$ cat src/rtl/fifo_pkg.sv
`default_nettype none
// ============================================================================
//  Module      : fifo_pkg
//  Description : Shared defaults and helpers for the FIFO read-side unpacker.
//                Holds the default word/lane/counter widths, the derived lane
//                ratio and lane-index width, and the buffer occupancy type.
//  Revision    : 1.0 - initial release
// ============================================================================
package fifo_pkg;

  localparam int IN_BIT_DEF  = 64;
  localparam int OUT_BIT_DEF = 16;
  localparam int CNT_BIT_DEF = 16;
  localparam int RATIO_DEF   = IN_BIT_DEF / OUT_BIT_DEF;
  localparam int LANE_W_DEF  = $clog2(RATIO_DEF);

  // Occupancy of the two-entry word buffer (0..2).
  typedef logic [1:0] occ_t;

  // Number of output lanes carried by one FIFO word.
  function automatic int lane_ratio(input int in_bit, input int out_bit);
    return in_bit / out_bit;
  endfunction

  // Width of the lane index; never narrower than one bit.
  function automatic int lane_width(input int ratio);
    return (ratio < 2) ? 1 : $clog2(ratio);
  endfunction

endpackage
`default_nettype wire

$ cat src/rtl/fifo_rd_unpacker_word_buf2.sv
`default_nettype none
// ============================================================================
//  Module      : word_buf2
//  Description : Two-entry in-order word queue with synchronous flush.
//  Ports       : rclk/rrst  - clock, async active-high reset
//                flush      - clears the queue (push/pop ignored that cycle)
//                push/push_data - enqueue a word
//                pop        - dequeue the head word
//                head       - oldest stored word
//                count      - number of stored words (0..2)
//  Revision    : 1.0 - initial release
// ============================================================================
module word_buf2
  import fifo_pkg::*;
#(
  parameter int W = IN_BIT_DEF
) (
  input  logic         rclk,
  input  logic         rrst,
  input  logic         flush,
  input  logic         push,
  input  logic [W-1:0] push_data,
  input  logic         pop,
  output logic [W-1:0] head,
  output occ_t         count
);

  logic [W-1:0] ent0_q, ent0_d;
  logic [W-1:0] ent1_q, ent1_d;
  logic         rd_ptr_q, rd_ptr_d;
  logic         wr_ptr_q, wr_ptr_d;
  occ_t         count_q, count_d;

  always_comb begin
    ent0_d   = ent0_q;
    ent1_d   = ent1_q;
    rd_ptr_d = rd_ptr_q;
    wr_ptr_d = wr_ptr_q;
    count_d  = count_q;
    if (flush) begin
      rd_ptr_d = 1'b0;
      wr_ptr_d = 1'b0;
      count_d  = '0;
    end else begin
      if (push) begin
        if (wr_ptr_q) ent1_d = push_data;
        else          ent0_d = push_data;
        wr_ptr_d = ~wr_ptr_q;
      end
      if (pop) rd_ptr_d = ~rd_ptr_q;
      // Push and pop together leave the count unchanged; pointers keep order.
      count_d = count_q + occ_t'(push) - occ_t'(pop);
    end
  end

  always_ff @(posedge rclk or posedge rrst) begin
    if (rrst) begin
      ent0_q   <= '0;
      ent1_q   <= '0;
      rd_ptr_q <= 1'b0;
      wr_ptr_q <= 1'b0;
      count_q  <= '0;
    end else begin
      ent0_q   <= ent0_d;
      ent1_q   <= ent1_d;
      rd_ptr_q <= rd_ptr_d;
      wr_ptr_q <= wr_ptr_d;
      count_q  <= count_d;
    end
  end

  assign head  = rd_ptr_q ? ent1_q : ent0_q;
  assign count = count_q;

  // The credit logic upstream must never push into a full queue.
  a_no_overflow: assert property (@(posedge rclk) disable iff (rrst)
    !(push && !pop && !flush && count_q == 2'd2));

endmodule
`default_nettype wire

$ cat src/rtl/fifo_rd_unpacker.sv
`default_nettype none
// ============================================================================
//  Module      : fifo_rd_unpacker
//  Description : Reads IN_BIT words from an async FIFO read channel and emits
//                them as RATIO lanes of OUT_BIT bits, lane 0 = LSBs, with a
//                valid/ready handshake. Reads are credit-limited so the
//                two-word buffer can never overflow.
//  Ports       : rclk, rrst          - clock, async active-high reset
//                fifo_ren            - FIFO read request
//                fifo_rdata          - FIFO data, valid one cycle after a read
//                fifo_rempty         - FIFO empty flag
//                flush               - discard buffered and in-flight words
//                out_valid/out_ready - lane handshake
//                out_data/out_last   - current lane / last lane of its word
//                word_cnt            - fully consumed words, wrapping
//  Revision    : 1.0 - initial release
// ============================================================================
module fifo_rd_unpacker
  import fifo_pkg::*;
#(
  parameter int IN_BIT  = IN_BIT_DEF,
  parameter int OUT_BIT = OUT_BIT_DEF,
  parameter int CNT_BIT = CNT_BIT_DEF
) (
  input  logic               rclk,
  input  logic               rrst,
  output logic               fifo_ren,
  input  logic [IN_BIT-1:0]  fifo_rdata,
  input  logic               fifo_rempty,
  input  logic               flush,
  output logic               out_valid,
  input  logic               out_ready,
  output logic [OUT_BIT-1:0] out_data,
  output logic               out_last,
  output logic [CNT_BIT-1:0] word_cnt
);

  localparam int                RATIO     = lane_ratio(IN_BIT, OUT_BIT);
  localparam int                LANE_W    = lane_width(RATIO);
  localparam logic [LANE_W-1:0] LAST_LANE = LANE_W'(RATIO - 1);

  logic               inflight_q, inflight_d;
  logic [LANE_W-1:0]  lane_q, lane_d;
  logic [CNT_BIT-1:0] word_cnt_q, word_cnt_d;

  logic [IN_BIT-1:0]              head;
  logic [RATIO-1:0][OUT_BIT-1:0]  head_lanes;
  occ_t                           occ;
  logic                           push;
  logic                           pop;
  logic                           handshake;
  logic [2:0]                     credit;

  assign head_lanes = head;

  always_comb begin
    out_valid = (occ != 2'd0);
    handshake = out_valid & out_ready;
    out_last  = out_valid & (lane_q == LAST_LANE);
    out_data  = out_valid ? head_lanes[lane_q] : '0;
    pop       = handshake & (lane_q == LAST_LANE);
    // A word arriving during flush belongs to the discarded stream.
    push      = inflight_q & ~flush;

    // Words still held after this cycle's pop plus the one on its way in.
    credit    = {1'b0, occ - occ_t'(pop)} + {2'b00, inflight_q};
    fifo_ren  = ~rrst & ~flush & (credit < 3'd2);

    inflight_d = fifo_ren & ~fifo_rempty;

    lane_d = lane_q;
    if (flush) begin
      lane_d = '0;
    end else if (handshake) begin
      lane_d = (lane_q == LAST_LANE) ? '0 : lane_q + LANE_W'(1);
    end

    word_cnt_d = word_cnt_q + CNT_BIT'(pop);
  end

  always_ff @(posedge rclk or posedge rrst) begin
    if (rrst) begin
      inflight_q <= 1'b0;
      lane_q     <= '0;
      word_cnt_q <= '0;
    end else begin
      inflight_q <= inflight_d;
      lane_q     <= lane_d;
      word_cnt_q <= word_cnt_d;
    end
  end

  assign word_cnt = word_cnt_q;

  word_buf2 #(
    .W (IN_BIT)
  ) u_word_buf2 (
    .rclk      (rclk),
    .rrst      (rrst),
    .flush     (flush),
    .push      (push),
    .push_data (fifo_rdata),
    .pop       (pop),
    .head      (head),
    .count     (occ)
  );

endmodule
`default_nettype wire

$ cat config.mk
export PLATFORM = sky130hd
export DESIGN_NAME = fifo_rd_unpacker
export DESIGN_NICKNAME = d
export VERILOG_FILES = /design/src/rtl/fifo_pkg.sv /design/src/rtl/fifo_rd_unpacker_word_buf2.sv /design/src/rtl/fifo_rd_unpacker.sv
export SDC_FILE = /design/constraint.sdc
export NUM_CORES = 1
export LEC_CHECK = 0
export CAP_MARGIN = 10
export CORE_ASPECT_RATIO = 1.75
export CORE_UTILIZATION = 25
export CTS_CLUSTER_DIAMETER = 80
export DETAILED_ROUTE_END_ITERATION = 12
export GPL_TIMING_DRIVEN = 0
export SLEW_MARGIN = 10
export SYNTH_ARGS = -nofsm -noshare
export SYNTH_HDL_FRONTEND = slang
export SYNTH_SLANG_ARGS = --single-unit
$ cat constraint.sdc
create_clock -name rclk -period 7.4 [get_ports rclk]
set_input_delay 1.48 -clock rclk [delete_from_list [all_inputs] [get_ports rclk]]
set_output_delay 1.48 -clock rclk [all_outputs]
set_load 0.01 [all_outputs]
==> run_results.csv <==
group,metric,value,unit
yosys,synth_edf_count,0,
cts,hold_buffers,0,
drt,drcViolationCount,0,
critical_path,timing.rr.start,"lane_q[0]$_DFFE_PP0P_",
critical_path,required,5.92,ns
yosys,synthFlopType,"dfrtp_1",
floorplanning,num_rows,81,
sta,finalCriticalPeriod,4.678,ns
run,max-cap-violations,0,
layout,n_antenna_cell,0,
sta,whs,0.4677,ns
yosys,synth_cells,514,
global_routing,grt_max_degree,89,
sta,worst_pin_slew,0.7662,ns
critical_path,cp-startpoint,"lane_q[0]$_DFFE_PP0P_",
drt,finalWirelength,19260,µm
yosys,synth_commonest_cells,"dfrtp_1 (151), mux2_2 (83), mux2_1 (61), mux2i_1 (33), nand2_1 (26)",
critical_path,r2r_end,"word_cnt[14]$_DFF_PP0_",
place,place_ws,2.788,ns
yosys,synthDominantCellAreaShare,0.5303,
critical_path,critical_path_class,"flop to output port",
floorplanning,die_h,225.3,µm
yosys,yosysWarnings,0,
cts,clock_latency,0.43,ns
sta,max_freq,213.8,MHz
cts,ctsResizeCount,0,
drt,ant_nets,0,
place,hpwl,14010,µm
sta,drv_slew,0,
yosys,synth_cell_types,40,
drt,first_pass_iters,4,
critical_path,cp-endpoint,"out_data[14]",
yosys,synth_area_per_cell,13.86,µm²
power,power_density,244.5,mW/mm²
layout,final_util,0.3320,
sta,finalClockSkew,0.007613,ns
global_routing,grt_pass1_vias,4827,
critical_path,cp.arrival,3.20,ns
power,leakagePower,0.003929,µW
sta,timing.final.crit_share,0.6321,
layout,fillerInstances,2839,
drt,avgRoutedWirePerCell,18.86,µm
drt,vias_per_cell,4.395,
global_routing,grt-ovfl-total,0,
cts,cts_tree,"built",
global_routing,antenna_found_initial,1,
layout,drive_above_1_share,0.2438,
cts,root_buffer,"clkbuf_16",
worst_hold_path,hp-class,"flop to flop",
cts,htreeDepth,4,
place,port_buffers,102,
drt,drtIter0Drc,141,
yosys,synth.most_common_cell,"dfrtp_1",
sta,rsz0062_at_grt,"no",
critical_path,worst_r2r_path_depth,8,
place,gp_congestion,0.7287,
yosys,synth.net_count,586,
outcome,status,"finished clean",
yosys,synth.top_cells.by_area,"dfrtp_1 (53%), mux2_2 (13%), mux2_1 (9.6%)",
layout,layout.nets,708,
critical_path,startpoint_type,"flop",
cts,numCtsBuffers,17,
sta,slew_headroom,0.4881,
critical_path,r2r_slack,5.13,ns
power,ir_worst_vdd,112.7,µV
drt,vias,4487,
layout,area_growth,30.34,%
cts,clkTransAtPathRegs,0.06,ns
cts,clk_path_buf_depth,2,
yosys,synth-seq-area-share,0.5303,
cts,clock_sinks,151,
power,total_power,2271,µW
floorplanning,dieArea,0.02921,mm²
floorplanning,io_pins,104,
sta,setup_viol,0,
global_routing,grt_pass1_wl,29360,µm
sta,setup_slack,2.722,ns
sta,setup_tns,0,ns
floorplanning,die_w,129.6,µm
critical_path,end_kind,"output port",
critical_path,path_max_fanout,10,
floorplanning,coreArea,0.02797,mm²
global_routing,grt_usage,0.1412,
yosys,yosysTopAreaCell,"dfrtp_1",
floorplanning,start_util,0.2547,
yosys,netlist_area,0.007126,mm²
yosys,async_flop_share,1.000,
yosys,synth.ff_latch_count,151,
cts,cts_setup_buffers,0,
sta,hold_viol,0,
metal layers:
layer  track usage  wire (µm)  share of wire
met2        0.2527      10430           0.54
met1        0.1514       7503           0.39
met3       0.04084        784          0.041
met4       0.06152        530          0.028
met5             0         12        0.00062
where the power goes:
part	total [µW]	internal [µW]	switching (µW)	leakage (µW)
Sequential	1040	968	69.1	0.00194
Combinational	293	171	122	0.00168
Clock	941	592	349	0.000302
Total	2270	1730	540	0.00393
how the worst min path moves through the flow:
stage	startpoint	end	slack, ns	cells past startpoint
2_1_floorplan	u_word_buf2.ent0_q[0]$_DFFE_PP0P_	u_word_buf2.ent0_q[0]$_DFFE_PP0P_	0.46	1
3_3_place_gp	word_cnt[15]$_DFF_PP0_	word_cnt[15]$_DFF_PP0_	0.47	1
3_5_place_dp	word_cnt[15]$_DFF_PP0_	word_cnt[15]$_DFF_PP0_	0.47	1
4_1_cts	word_cnt[15]$_DFF_PP0_	word_cnt[15]$_DFF_PP0_	0.47	1
5_1_grt	u_word_buf2.ent0_q[18]$_DFFE_PP0P_	u_word_buf2.ent0_q[18]$_DFFE_PP0P_	0.49	1
6_report	word_cnt[15]$_DFF_PP0_	word_cnt[15]$_DFF_PP0_	0.47	1
kinds of logic (layout without fill, tap and decap cells):
group,after synthesis,after routing,share of synthesized area
muxes,177,177,0.2739
DFF,151,151,0.5303
and+or+nand+nor,76,76,0.05707
AOI/OAI and AO/OA,55,55,0.06620
buffers and inverters,34,168,0.04513
xor gates and xnor gates,18,18,0.02212
adders and majority gates,3,3,0.005268
worst max-delay path: stages, from the launching register on:
cell and delay, ns:
dfrtp_1 0.44, nand2_1 0.28, clkbuf_1 0.56, o21ai_1 0.13
a2111oi_1 0.69, clkdlybuf4s50_1 0.67
flip-flops by register name, summed over array words and instances (netlist names):
register              count
u_word_buf2.ent1_q       64
u_word_buf2.wr_ptr_q      1
u_word_buf2.count         2
u_word_buf2.ent0_q       64
u_word_buf2.rd_ptr_q      1
inflight_q                1
lane_q                    2
word_cnt                 16
layout by cell type, fill, tap and decap left out, types with 4 or more instances in the layout:
| master | count |
|---|---|
| clkbuf_1 | 4 |
| nand3_1 | 8 |
| nor2_1 | 7 |
| clkbuf_16 | 17 |
| o21ai_0 | 16 |
| clkdlybuf4s50_1 | 102 |
| buf_6 | 14 |
| xnor2_1 | 13 |
| mux2i_1 | 33 |
| dfrtp_1 | 151 |
| inv_1 | 4 |
| bufinv_16 | 4 |
| xor2_1 | 5 |
| a2111oi_2 | 12 |
| mux2_1 | 61 |
| mux2_2 | 83 |
| nor2b_1 | 18 |
| a211oi_1 | 16 |
| nand2_1 | 26 |
| clkbuf_8 | 6 |
| a2111oi_1 | 4 |
final cells by class:
class / count / area, µm² / share of cell area
flip-flops and latches: 151 / 3779 / 0.4068
well taps: 373 / 466.7 / 0.05025
clock inverters: 10 / 168.9 / 0.01819
repair buffers: 103 / 1049 / 0.1129
clock buffers: 21 / 470.5 / 0.05065
plain buffers: 29 / 302.8 / 0.03260
inverters: 5 / 26.28 / 0.002829
multi-input cells: 329 / 3025 / 0.3257
per-stage QoR:
stage / cells / area (µm²)
5_1_grt: 1021 / 9288
2_1_floorplan: 514 / 7126
3_5_place_dp: 990 / 8648
4_1_cts: 1021 / 9288
3_3_place_gp: 989 / 8613
6_report: 1021 / 9288
Power figures use the tool's default switching activity.
